==> config.mk <==
export PLATFORM = sky130hd
export DESIGN_NAME = hazard_control_unit_flat
export DESIGN_NICKNAME = d
export VERILOG_FILES = /design/src/rtl/hazard_control_unit_if.sv /design/src/rtl/hazard_control_unit.sv /design/src/flat_wrapper.sv
export SDC_FILE = /design/constraint.sdc
export NUM_CORES = 1
export LEC_CHECK = 0
export ABC_AREA = 1
export CAP_MARGIN = 10
export CORE_MARGIN = 1
export CORE_UTILIZATION = 55
export DETAILED_ROUTE_END_ITERATION = 10
export PLACE_DENSITY = 0.86
export SETUP_SLACK_MARGIN = 0.4
export SYNTH_ARGS = -nofsm -noshare
export SYNTH_HDL_FRONTEND = slang
export SYNTH_SLANG_ARGS = --single-unit
==> constraint.sdc <==
create_clock -name clk -period 4.4 [get_ports clk]
set_input_delay 0.44 -clock clk [delete_from_list [all_inputs] [get_ports clk]]
set_output_delay 0.44 -clock clk [all_outputs]
set_load 0.05 [all_outputs]
==> src/rtl/hazard_control_unit_if.sv <==
// rtl/hazard_control_unit_if.sv - hazard control pipeline-side signal bundle
interface hazard_control_unit_if #(
    parameter int REGISTER_ADDR_WIDTH = 5,
    parameter int CNT_WIDTH           = 16
);
    logic [6:0]                     opcode_ID;
    logic [REGISTER_ADDR_WIDTH-1:0] rs1_ID;
    logic [REGISTER_ADDR_WIDTH-1:0] rs2_ID;
    logic [6:0]                     opcode_EX;
    logic [REGISTER_ADDR_WIDTH-1:0] rd_EX;
    logic                           redirect_EX;
    logic                           dmem_req_MEM;
    logic                           dmem_ready;

    logic                           stall_PC;
    logic                           stall_IF_ID;
    logic                           stall_ID_EX;
    logic                           stall_EX_MEM;
    logic                           bubble_MEM_WB;
    logic                           flush_IF_ID;
    logic                           flush_ID_EX;
    logic [1:0]                     hazard_state;
    logic                           mem_timeout_err;
    logic [CNT_WIDTH-1:0]           load_use_cnt;
    logic [CNT_WIDTH-1:0]           flush_cnt;
    logic [CNT_WIDTH-1:0]           mem_stall_cnt;

    // Pipeline side: supplies stage information, consumes controls.
    modport master (
        output opcode_ID, rs1_ID, rs2_ID, opcode_EX, rd_EX,
               redirect_EX, dmem_req_MEM, dmem_ready,
        input  stall_PC, stall_IF_ID, stall_ID_EX, stall_EX_MEM,
               bubble_MEM_WB, flush_IF_ID, flush_ID_EX, hazard_state,
               mem_timeout_err, load_use_cnt, flush_cnt, mem_stall_cnt
    );

    // Hazard unit side.
    modport slave (
        input  opcode_ID, rs1_ID, rs2_ID, opcode_EX, rd_EX,
               redirect_EX, dmem_req_MEM, dmem_ready,
        output stall_PC, stall_IF_ID, stall_ID_EX, stall_EX_MEM,
               bubble_MEM_WB, flush_IF_ID, flush_ID_EX, hazard_state,
               mem_timeout_err, load_use_cnt, flush_cnt, mem_stall_cnt
    );
endinterface

==> src/rtl/hazard_control_unit.sv <==
// rtl/hazard_control_unit.sv - stall/flush controller for the five-stage core
module hazard_control_unit #(
    parameter int REGISTER_ADDR_WIDTH = 5,
    parameter int MEM_TIMEOUT         = 255,
    parameter int CNT_WIDTH           = 16
) (
    input  logic                 clk,
    input  logic                 rst,
    hazard_control_unit_if.slave hz
);
    localparam logic [6:0] OP_LUI    = 7'b0110111;
    localparam logic [6:0] OP_AUIPC  = 7'b0010111;
    localparam logic [6:0] OP_JAL    = 7'b1101111;
    localparam logic [6:0] OP_BRANCH = 7'b1100011;
    localparam logic [6:0] OP_LOAD   = 7'b0000011;
    localparam logic [6:0] OP_STORE  = 7'b0100011;
    localparam logic [6:0] OP_CAL_R  = 7'b0110011;

    localparam logic [CNT_WIDTH-1:0] TIMEOUT_C = CNT_WIDTH'(MEM_TIMEOUT);
    localparam logic [CNT_WIDTH-1:0] CNT_ONE   = CNT_WIDTH'(1);
    localparam logic [CNT_WIDTH-1:0] CNT_MAX   = '1;

    typedef enum logic [1:0] {
        ST_RUN      = 2'd0,
        ST_MEM_WAIT = 2'd1,
        ST_ERROR    = 2'd2
    } state_t;

    state_t               state_q, state_d;
    logic [CNT_WIDTH-1:0] wait_q, wait_d;
    logic                 err_q, err_d;
    logic [CNT_WIDTH-1:0] lu_cnt_q, lu_cnt_d;
    logic [CNT_WIDTH-1:0] fl_cnt_q, fl_cnt_d;
    logic [CNT_WIDTH-1:0] ms_cnt_q, ms_cnt_d;

    logic [REGISTER_ADDR_WIDTH-1:0] rs1_id, rs2_id, rd_ex;
    logic use_rs1, use_rs2, load_use, mem_busy;
    logic [CNT_WIDTH-1:0] wait_inc;

    logic stall_pc, stall_if_id, stall_id_ex, stall_ex_mem, bubble_mem_wb;
    logic flush_if_id, flush_id_ex;

    assign rs1_id = hz.rs1_ID;
    assign rs2_id = hz.rs2_ID;
    assign rd_ex  = hz.rd_EX;

    assign use_rs1 = !((hz.opcode_ID == OP_LUI) || (hz.opcode_ID == OP_AUIPC) ||
                       (hz.opcode_ID == OP_JAL));
    assign use_rs2 = (hz.opcode_ID == OP_BRANCH) || (hz.opcode_ID == OP_STORE) ||
                     (hz.opcode_ID == OP_CAL_R);

    assign load_use = (hz.opcode_EX == OP_LOAD) && (rd_ex != '0) &&
                      ((use_rs1 && (rs1_id == rd_ex)) || (use_rs2 && (rs2_id == rd_ex)));
    assign mem_busy = hz.dmem_req_MEM && !hz.dmem_ready;
    assign wait_inc = wait_q + CNT_ONE;

    // Next-state, counter updates and pipeline controls; priority is
    // ERROR, then memory freeze, then redirect, then load-use.
    always_comb begin
        state_d       = state_q;
        wait_d        = wait_q;
        err_d         = err_q;
        lu_cnt_d      = lu_cnt_q;
        fl_cnt_d      = fl_cnt_q;
        ms_cnt_d      = ms_cnt_q;
        stall_pc      = 1'b0;
        stall_if_id   = 1'b0;
        stall_id_ex   = 1'b0;
        stall_ex_mem  = 1'b0;
        bubble_mem_wb = 1'b0;
        flush_if_id   = 1'b0;
        flush_id_ex   = 1'b0;

        if (state_q == ST_ERROR) begin
            stall_pc      = 1'b1;
            stall_if_id   = 1'b1;
            stall_id_ex   = 1'b1;
            stall_ex_mem  = 1'b1;
            bubble_mem_wb = 1'b1;
        end else if (mem_busy) begin
            // Whole pipe frozen; a redirect held in EX waits for release.
            stall_pc      = 1'b1;
            stall_if_id   = 1'b1;
            stall_id_ex   = 1'b1;
            stall_ex_mem  = 1'b1;
            bubble_mem_wb = 1'b1;
            if (ms_cnt_q != CNT_MAX) ms_cnt_d = ms_cnt_q + CNT_ONE;
            if (state_q == ST_RUN) begin
                state_d = ST_MEM_WAIT;
                wait_d  = CNT_ONE;
            end else if (wait_inc == TIMEOUT_C) begin
                state_d = ST_ERROR;
                wait_d  = wait_inc;
                err_d   = 1'b1;
            end else begin
                wait_d  = wait_inc;
            end
        end else begin
            // Normal flow, also the release cycle of a memory wait.
            state_d = ST_RUN;
            wait_d  = '0;
            if (hz.redirect_EX) begin
                flush_if_id = 1'b1;
                flush_id_ex = 1'b1;
                if (fl_cnt_q != CNT_MAX) fl_cnt_d = fl_cnt_q + CNT_ONE;
            end else if (load_use) begin
                stall_pc    = 1'b1;
                stall_if_id = 1'b1;
                flush_id_ex = 1'b1;
                if (lu_cnt_q != CNT_MAX) lu_cnt_d = lu_cnt_q + CNT_ONE;
            end
        end
    end

    // State, wait counter, sticky error flag and statistics registers.
    always_ff @(posedge clk) begin
        if (rst) begin
            state_q  <= ST_RUN;
            wait_q   <= '0;
            err_q    <= 1'b0;
            lu_cnt_q <= '0;
            fl_cnt_q <= '0;
            ms_cnt_q <= '0;
        end else begin
            state_q  <= state_d;
            wait_q   <= wait_d;
            err_q    <= err_d;
            lu_cnt_q <= lu_cnt_d;
            fl_cnt_q <= fl_cnt_d;
            ms_cnt_q <= ms_cnt_d;
        end
    end

    assign hz.stall_PC        = stall_pc;
    assign hz.stall_IF_ID     = stall_if_id;
    assign hz.stall_ID_EX     = stall_id_ex;
    assign hz.stall_EX_MEM    = stall_ex_mem;
    assign hz.bubble_MEM_WB   = bubble_mem_wb;
    assign hz.flush_IF_ID     = flush_if_id;
    assign hz.flush_ID_EX     = flush_id_ex;
    assign hz.hazard_state    = state_q;
    assign hz.mem_timeout_err = err_q;
    assign hz.load_use_cnt    = lu_cnt_q;
    assign hz.flush_cnt       = fl_cnt_q;
    assign hz.mem_stall_cnt   = ms_cnt_q;
endmodule

==> src/flat_wrapper.sv <==
// flat-port wrapper written by rule: the top's interface ports become plain ports
module hazard_control_unit_flat 
#(
    parameter int REGISTER_ADDR_WIDTH = 5,
    parameter int MEM_TIMEOUT         = 255,
    parameter int CNT_WIDTH           = 16
)
  (clk, rst, hz_opcode_ID, hz_rs1_ID, hz_rs2_ID, hz_opcode_EX, hz_rd_EX, hz_redirect_EX, hz_dmem_req_MEM, hz_dmem_ready, hz_stall_PC, hz_stall_IF_ID, hz_stall_ID_EX, hz_stall_EX_MEM, hz_bubble_MEM_WB, hz_flush_IF_ID, hz_flush_ID_EX, hz_hazard_state, hz_mem_timeout_err, hz_load_use_cnt, hz_flush_cnt, hz_mem_stall_cnt);
  hazard_control_unit_if #(.REGISTER_ADDR_WIDTH(REGISTER_ADDR_WIDTH), .CNT_WIDTH(CNT_WIDTH)) hz_i ();
  input  logic clk;
  input  logic rst;
  input wire logic [$bits(hz_i.opcode_ID)-1:0] hz_opcode_ID;
  input wire logic [$bits(hz_i.rs1_ID)-1:0] hz_rs1_ID;
  input wire logic [$bits(hz_i.rs2_ID)-1:0] hz_rs2_ID;
  input wire logic [$bits(hz_i.opcode_EX)-1:0] hz_opcode_EX;
  input wire logic [$bits(hz_i.rd_EX)-1:0] hz_rd_EX;
  input wire logic [$bits(hz_i.redirect_EX)-1:0] hz_redirect_EX;
  input wire logic [$bits(hz_i.dmem_req_MEM)-1:0] hz_dmem_req_MEM;
  input wire logic [$bits(hz_i.dmem_ready)-1:0] hz_dmem_ready;
  output wire logic [$bits(hz_i.stall_PC)-1:0] hz_stall_PC;
  output wire logic [$bits(hz_i.stall_IF_ID)-1:0] hz_stall_IF_ID;
  output wire logic [$bits(hz_i.stall_ID_EX)-1:0] hz_stall_ID_EX;
  output wire logic [$bits(hz_i.stall_EX_MEM)-1:0] hz_stall_EX_MEM;
  output wire logic [$bits(hz_i.bubble_MEM_WB)-1:0] hz_bubble_MEM_WB;
  output wire logic [$bits(hz_i.flush_IF_ID)-1:0] hz_flush_IF_ID;
  output wire logic [$bits(hz_i.flush_ID_EX)-1:0] hz_flush_ID_EX;
  output wire logic [$bits(hz_i.hazard_state)-1:0] hz_hazard_state;
  output wire logic [$bits(hz_i.mem_timeout_err)-1:0] hz_mem_timeout_err;
  output wire logic [$bits(hz_i.load_use_cnt)-1:0] hz_load_use_cnt;
  output wire logic [$bits(hz_i.flush_cnt)-1:0] hz_flush_cnt;
  output wire logic [$bits(hz_i.mem_stall_cnt)-1:0] hz_mem_stall_cnt;
  assign hz_i.opcode_ID = hz_opcode_ID;
  assign hz_i.rs1_ID = hz_rs1_ID;
  assign hz_i.rs2_ID = hz_rs2_ID;
  assign hz_i.opcode_EX = hz_opcode_EX;
  assign hz_i.rd_EX = hz_rd_EX;
  assign hz_i.redirect_EX = hz_redirect_EX;
  assign hz_i.dmem_req_MEM = hz_dmem_req_MEM;
  assign hz_i.dmem_ready = hz_dmem_ready;
  assign hz_stall_PC = hz_i.stall_PC;
  assign hz_stall_IF_ID = hz_i.stall_IF_ID;
  assign hz_stall_ID_EX = hz_i.stall_ID_EX;
  assign hz_stall_EX_MEM = hz_i.stall_EX_MEM;
  assign hz_bubble_MEM_WB = hz_i.bubble_MEM_WB;
  assign hz_flush_IF_ID = hz_i.flush_IF_ID;
  assign hz_flush_ID_EX = hz_i.flush_ID_EX;
  assign hz_hazard_state = hz_i.hazard_state;
  assign hz_mem_timeout_err = hz_i.mem_timeout_err;
  assign hz_load_use_cnt = hz_i.load_use_cnt;
  assign hz_flush_cnt = hz_i.flush_cnt;
  assign hz_mem_stall_cnt = hz_i.mem_stall_cnt;
  hazard_control_unit #(.REGISTER_ADDR_WIDTH(REGISTER_ADDR_WIDTH), .MEM_TIMEOUT(MEM_TIMEOUT), .CNT_WIDTH(CNT_WIDTH)) u_core (.clk(clk), .rst(rst), .hz(hz_i));
endmodule
==> metrics.txt <==
overall global routing resource usage=27.0%; Antenna Diode Count=0; post-synthesis sequential area ratio=32.5%; Synth Instances=619; power density over the cells=253 mW/mm^2; max-slew headroom at the worst pin=27.1%; Core Area=0.00725 mm^2; vias in the first global route=3,950; Crit Path Category=input port to output port; post-route clock period utilization=77.1%; Vias per Instance=5.39; clock transition at the register clock pins on the worst setup and hold paths after CTS=80 ps; Boundary Pins=92; critical path startpoint category=input port; pin count of the biggest net entering global routing=47; Resized Gates After CTS=0; detailed-routing iteration count for the pre-antenna-repair pass=5; number of enable flip-flop cells after synthesis=0; CTS tree=yes; Worst-Skew Late Latency=350 ps; final core area utilization=72.6%; Post-Route Skew=11.1 ps; number of unique standard cell types used by synthesis=36; #FFs+latches synth=67; count of endpoints failing hold in the final timing report=0; Yosys warnings=0; full die area=0.00786 mm^2; arrival time at the worst endpoint=2950 ps; setup-violating endpoint count in the final report=0; path class of the lowest-slack min-delay path=register to register; status=finished, final reports clean; cell area after synthesis=0.00413 mm^2; commonest register cell after synthesis=sky130_fd_sc_hd__dfxtp_1; synthesized net count=658; initial antenna violation count=0; area grow syn2layout=27.6%; count of nets left with antenna violations after detail routing=0; wire length of the first global-routing pass=16,800 um; proportion of power drawn by combinational gates=10.3%; Layout Nets=743; number of buffers inserted during clock tree synthesis=9; initial standard-cell utilization of the core=56.9%; Sw Pwr=0.333 mW; die boundary width=88.6 um; syn avg cell area=6.67 um^2; number of hold buffers added after CTS=0; maximum clock frequency=295 MHz; CP endpoint kind=output port; LEAKAGE=1.85 nW; Switching Share=24.9%; global route total overflow=0; maximum count of clock buffers along a single path=2; share of flip-flops with an asynchronous set or reset=0%; via count=4,355; most common library cell in the layout ignoring fill and taps=sky130_fd_sc_hd__nand2_1; mean routed wirelength per cell=13.0 um; number of design-rule violations left by the first detailed-router iteration=257; total number of placement rows=31; Post-CTS Setup Inserts=0; worst-path fanout max=18; slew of the pin with the lowest slew margin=1090 ps; part of the total power dissipated in sequential elements=46.2%; ratio of cells with drive above 1 in the final layout=6.91%; detailed placer's ending HPWL=7640 um; maximum resistive drop on vdd=0.182 mV; setup repair after global routing missed its margin=no; TritonCTS Sinks=67; highest-count cells in the layout ignoring fill and taps=sky130_fd_sc_hd__nand2_1, sky130_fd_sc_hd__clkdlybuf4s50_1, sky130_fd_sc_hd__inv_1; fin crit period=3390 ps; height of the die=88.6 um; total wirelength of the detailed-routed design=10,500 um; Clk network pwr share=43.5%; Buffers on Ports=91; number of max-cap violations=0; CTS H-Tree Depth=3; WP data required=3960 ps; root cell of the clock tree=sky130_fd_sc_hd__clkbuf_8; P_int=1.00 mW; final weighted congestion in routability-driven placement=0.974; setup TNS after final layout=0 ps; Final Total Pwr=1.33 mW; number of remaining DRC errors=0; max-slew violations=0
[final cells by class]
class,instances,area (um^2)
clock buffer,10,138
sequential,67,1340
fill,595,1990
inverter,70,263
multi-input combinational,463,2390
tap,99,124
clock inverter,6,88.8
timing repair buffer,93,926
[per-stage QoR]
stage                     cells  hold WS (ps)  setup WS [ps]  area (um^2)
after global routing        808           487            867         5270
after floorplan             619           467           1100         4130
final                       808           466           1010         5270
after global placement      792           450           1080         5040
after CTS                   808           472           1000         5270
after detailed placement    792           460           1010         5040
[power groups by stage]
stage,sequential [mW],clock (mW),combinational [mW]
6_report,0.616,0.580,0.137
5_1_grt,0.617,0.611,0.148
4_1_cts,0.616,0.591,0.137
3_5_place_dp,0.630,0,0.136
3_3_place_gp,0.630,0,0.133
2_1_floorplan,0.644,0,0.0685
[state kept, by name (all words and copies together), names as in the netlist]
| register | cells |
|---|---|
| u_core.hz.hazard_state | 2 |
| u_core.hz.load_use_cnt | 16 |
| u_core.hz.mem_stall_cnt | 16 |
| u_core.wait_q | 16 |
| u_core.hz.mem_timeout_err | 1 |
| u_core.hz.flush_cnt | 16 |
[path summary, 6_finish.rpt]
path                                                             start                                endpoint  slack [ps]  depth (start not counted)
worst max-delay path                                       hz_rd_EX[2]                             hz_stall_PC        1010                          9
worst max register to register  u_core.hz.load_use_cnt[0]$_SDFFE_PP0P_  u_core.hz.load_use_cnt[3]$_SDFFE_PP0P_        2220                          9
worst min-delay path            u_core.hz.mem_timeout_err$_SDFFE_PP0P_  u_core.hz.mem_timeout_err$_SDFFE_PP0P_         470                          2
worst min register to register  u_core.hz.mem_timeout_err$_SDFFE_PP0P_  u_core.hz.mem_timeout_err$_SDFFE_PP0P_         470                          2
[critical path, stage by stage]
cell	delay, ps
sky130_fd_sc_hd__clkdlybuf4s50_1	540
sky130_fd_sc_hd__xnor2_1	140
sky130_fd_sc_hd__nand2_1	70
sky130_fd_sc_hd__nor3_1	150
sky130_fd_sc_hd__nand2_1	90
sky130_fd_sc_hd__nand2_2	290
sky130_fd_sc_hd__nand2_1	150
sky130_fd_sc_hd__o21ai_0	230
sky130_fd_sc_hd__clkdlybuf4s50_1	840
[kinds of logic after synthesis]
family,share of synthesized area [%]
compound gates,12.3
flops,32.5
xor+xnor,6.58
buf+inv,9.67
simple gates,37.5
fa+ha+maj,1.52
[cell usage after synthesis (2+ instances only)]
library cell | count | share of area (%)
sky130_fd_sc_hd__a211oi_1 | 2 | 0.36
sky130_fd_sc_hd__a21oi_1 | 55 | 6.7
sky130_fd_sc_hd__a21oi_2 | 4 | 0.85
sky130_fd_sc_hd__a31oi_1 | 2 | 0.30
sky130_fd_sc_hd__buf_2 | 2 | 0.24
sky130_fd_sc_hd__buf_4 | 5 | 0.91
sky130_fd_sc_hd__buf_6 | 3 | 0.82
sky130_fd_sc_hd__clkbuf_1 | 6 | 0.55
sky130_fd_sc_hd__clkbuf_8 | 2 | 0.67
sky130_fd_sc_hd__dfxtp_1 | 67 | 32
sky130_fd_sc_hd__ha_1 | 5 | 1.5
sky130_fd_sc_hd__inv_1 | 68 | 6.2
sky130_fd_sc_hd__inv_2 | 2 | 0.18
sky130_fd_sc_hd__nand2_1 | 157 | 14
sky130_fd_sc_hd__nand2_2 | 7 | 1.1
sky130_fd_sc_hd__nand3_1 | 38 | 4.6
sky130_fd_sc_hd__nand3_2 | 3 | 0.73
sky130_fd_sc_hd__nand4_1 | 38 | 5.8
sky130_fd_sc_hd__nor2_1 | 58 | 5.3
sky130_fd_sc_hd__nor2_2 | 6 | 0.91
sky130_fd_sc_hd__nor2_4 | 6 | 1.6
sky130_fd_sc_hd__nor3_1 | 14 | 1.7
sky130_fd_sc_hd__nor4_1 | 4 | 0.61
sky130_fd_sc_hd__o21a_1 | 2 | 0.36
sky130_fd_sc_hd__o21ai_0 | 21 | 2.5
sky130_fd_sc_hd__o21bai_1 | 3 | 0.55
sky130_fd_sc_hd__xnor2_1 | 15 | 3.2
sky130_fd_sc_hd__xor2_1 | 16 | 3.4
[routing by layer]
metal  track usage (%)  part of all wire, %  routed length [um]
met1              31.5                   43                4460
met2              49.0                   51                5340
met3              6.44                  4.9                 516
met4              8.36                  1.5                 155
met5                 0                    0                   0
(Power assumes the default switching activity.)
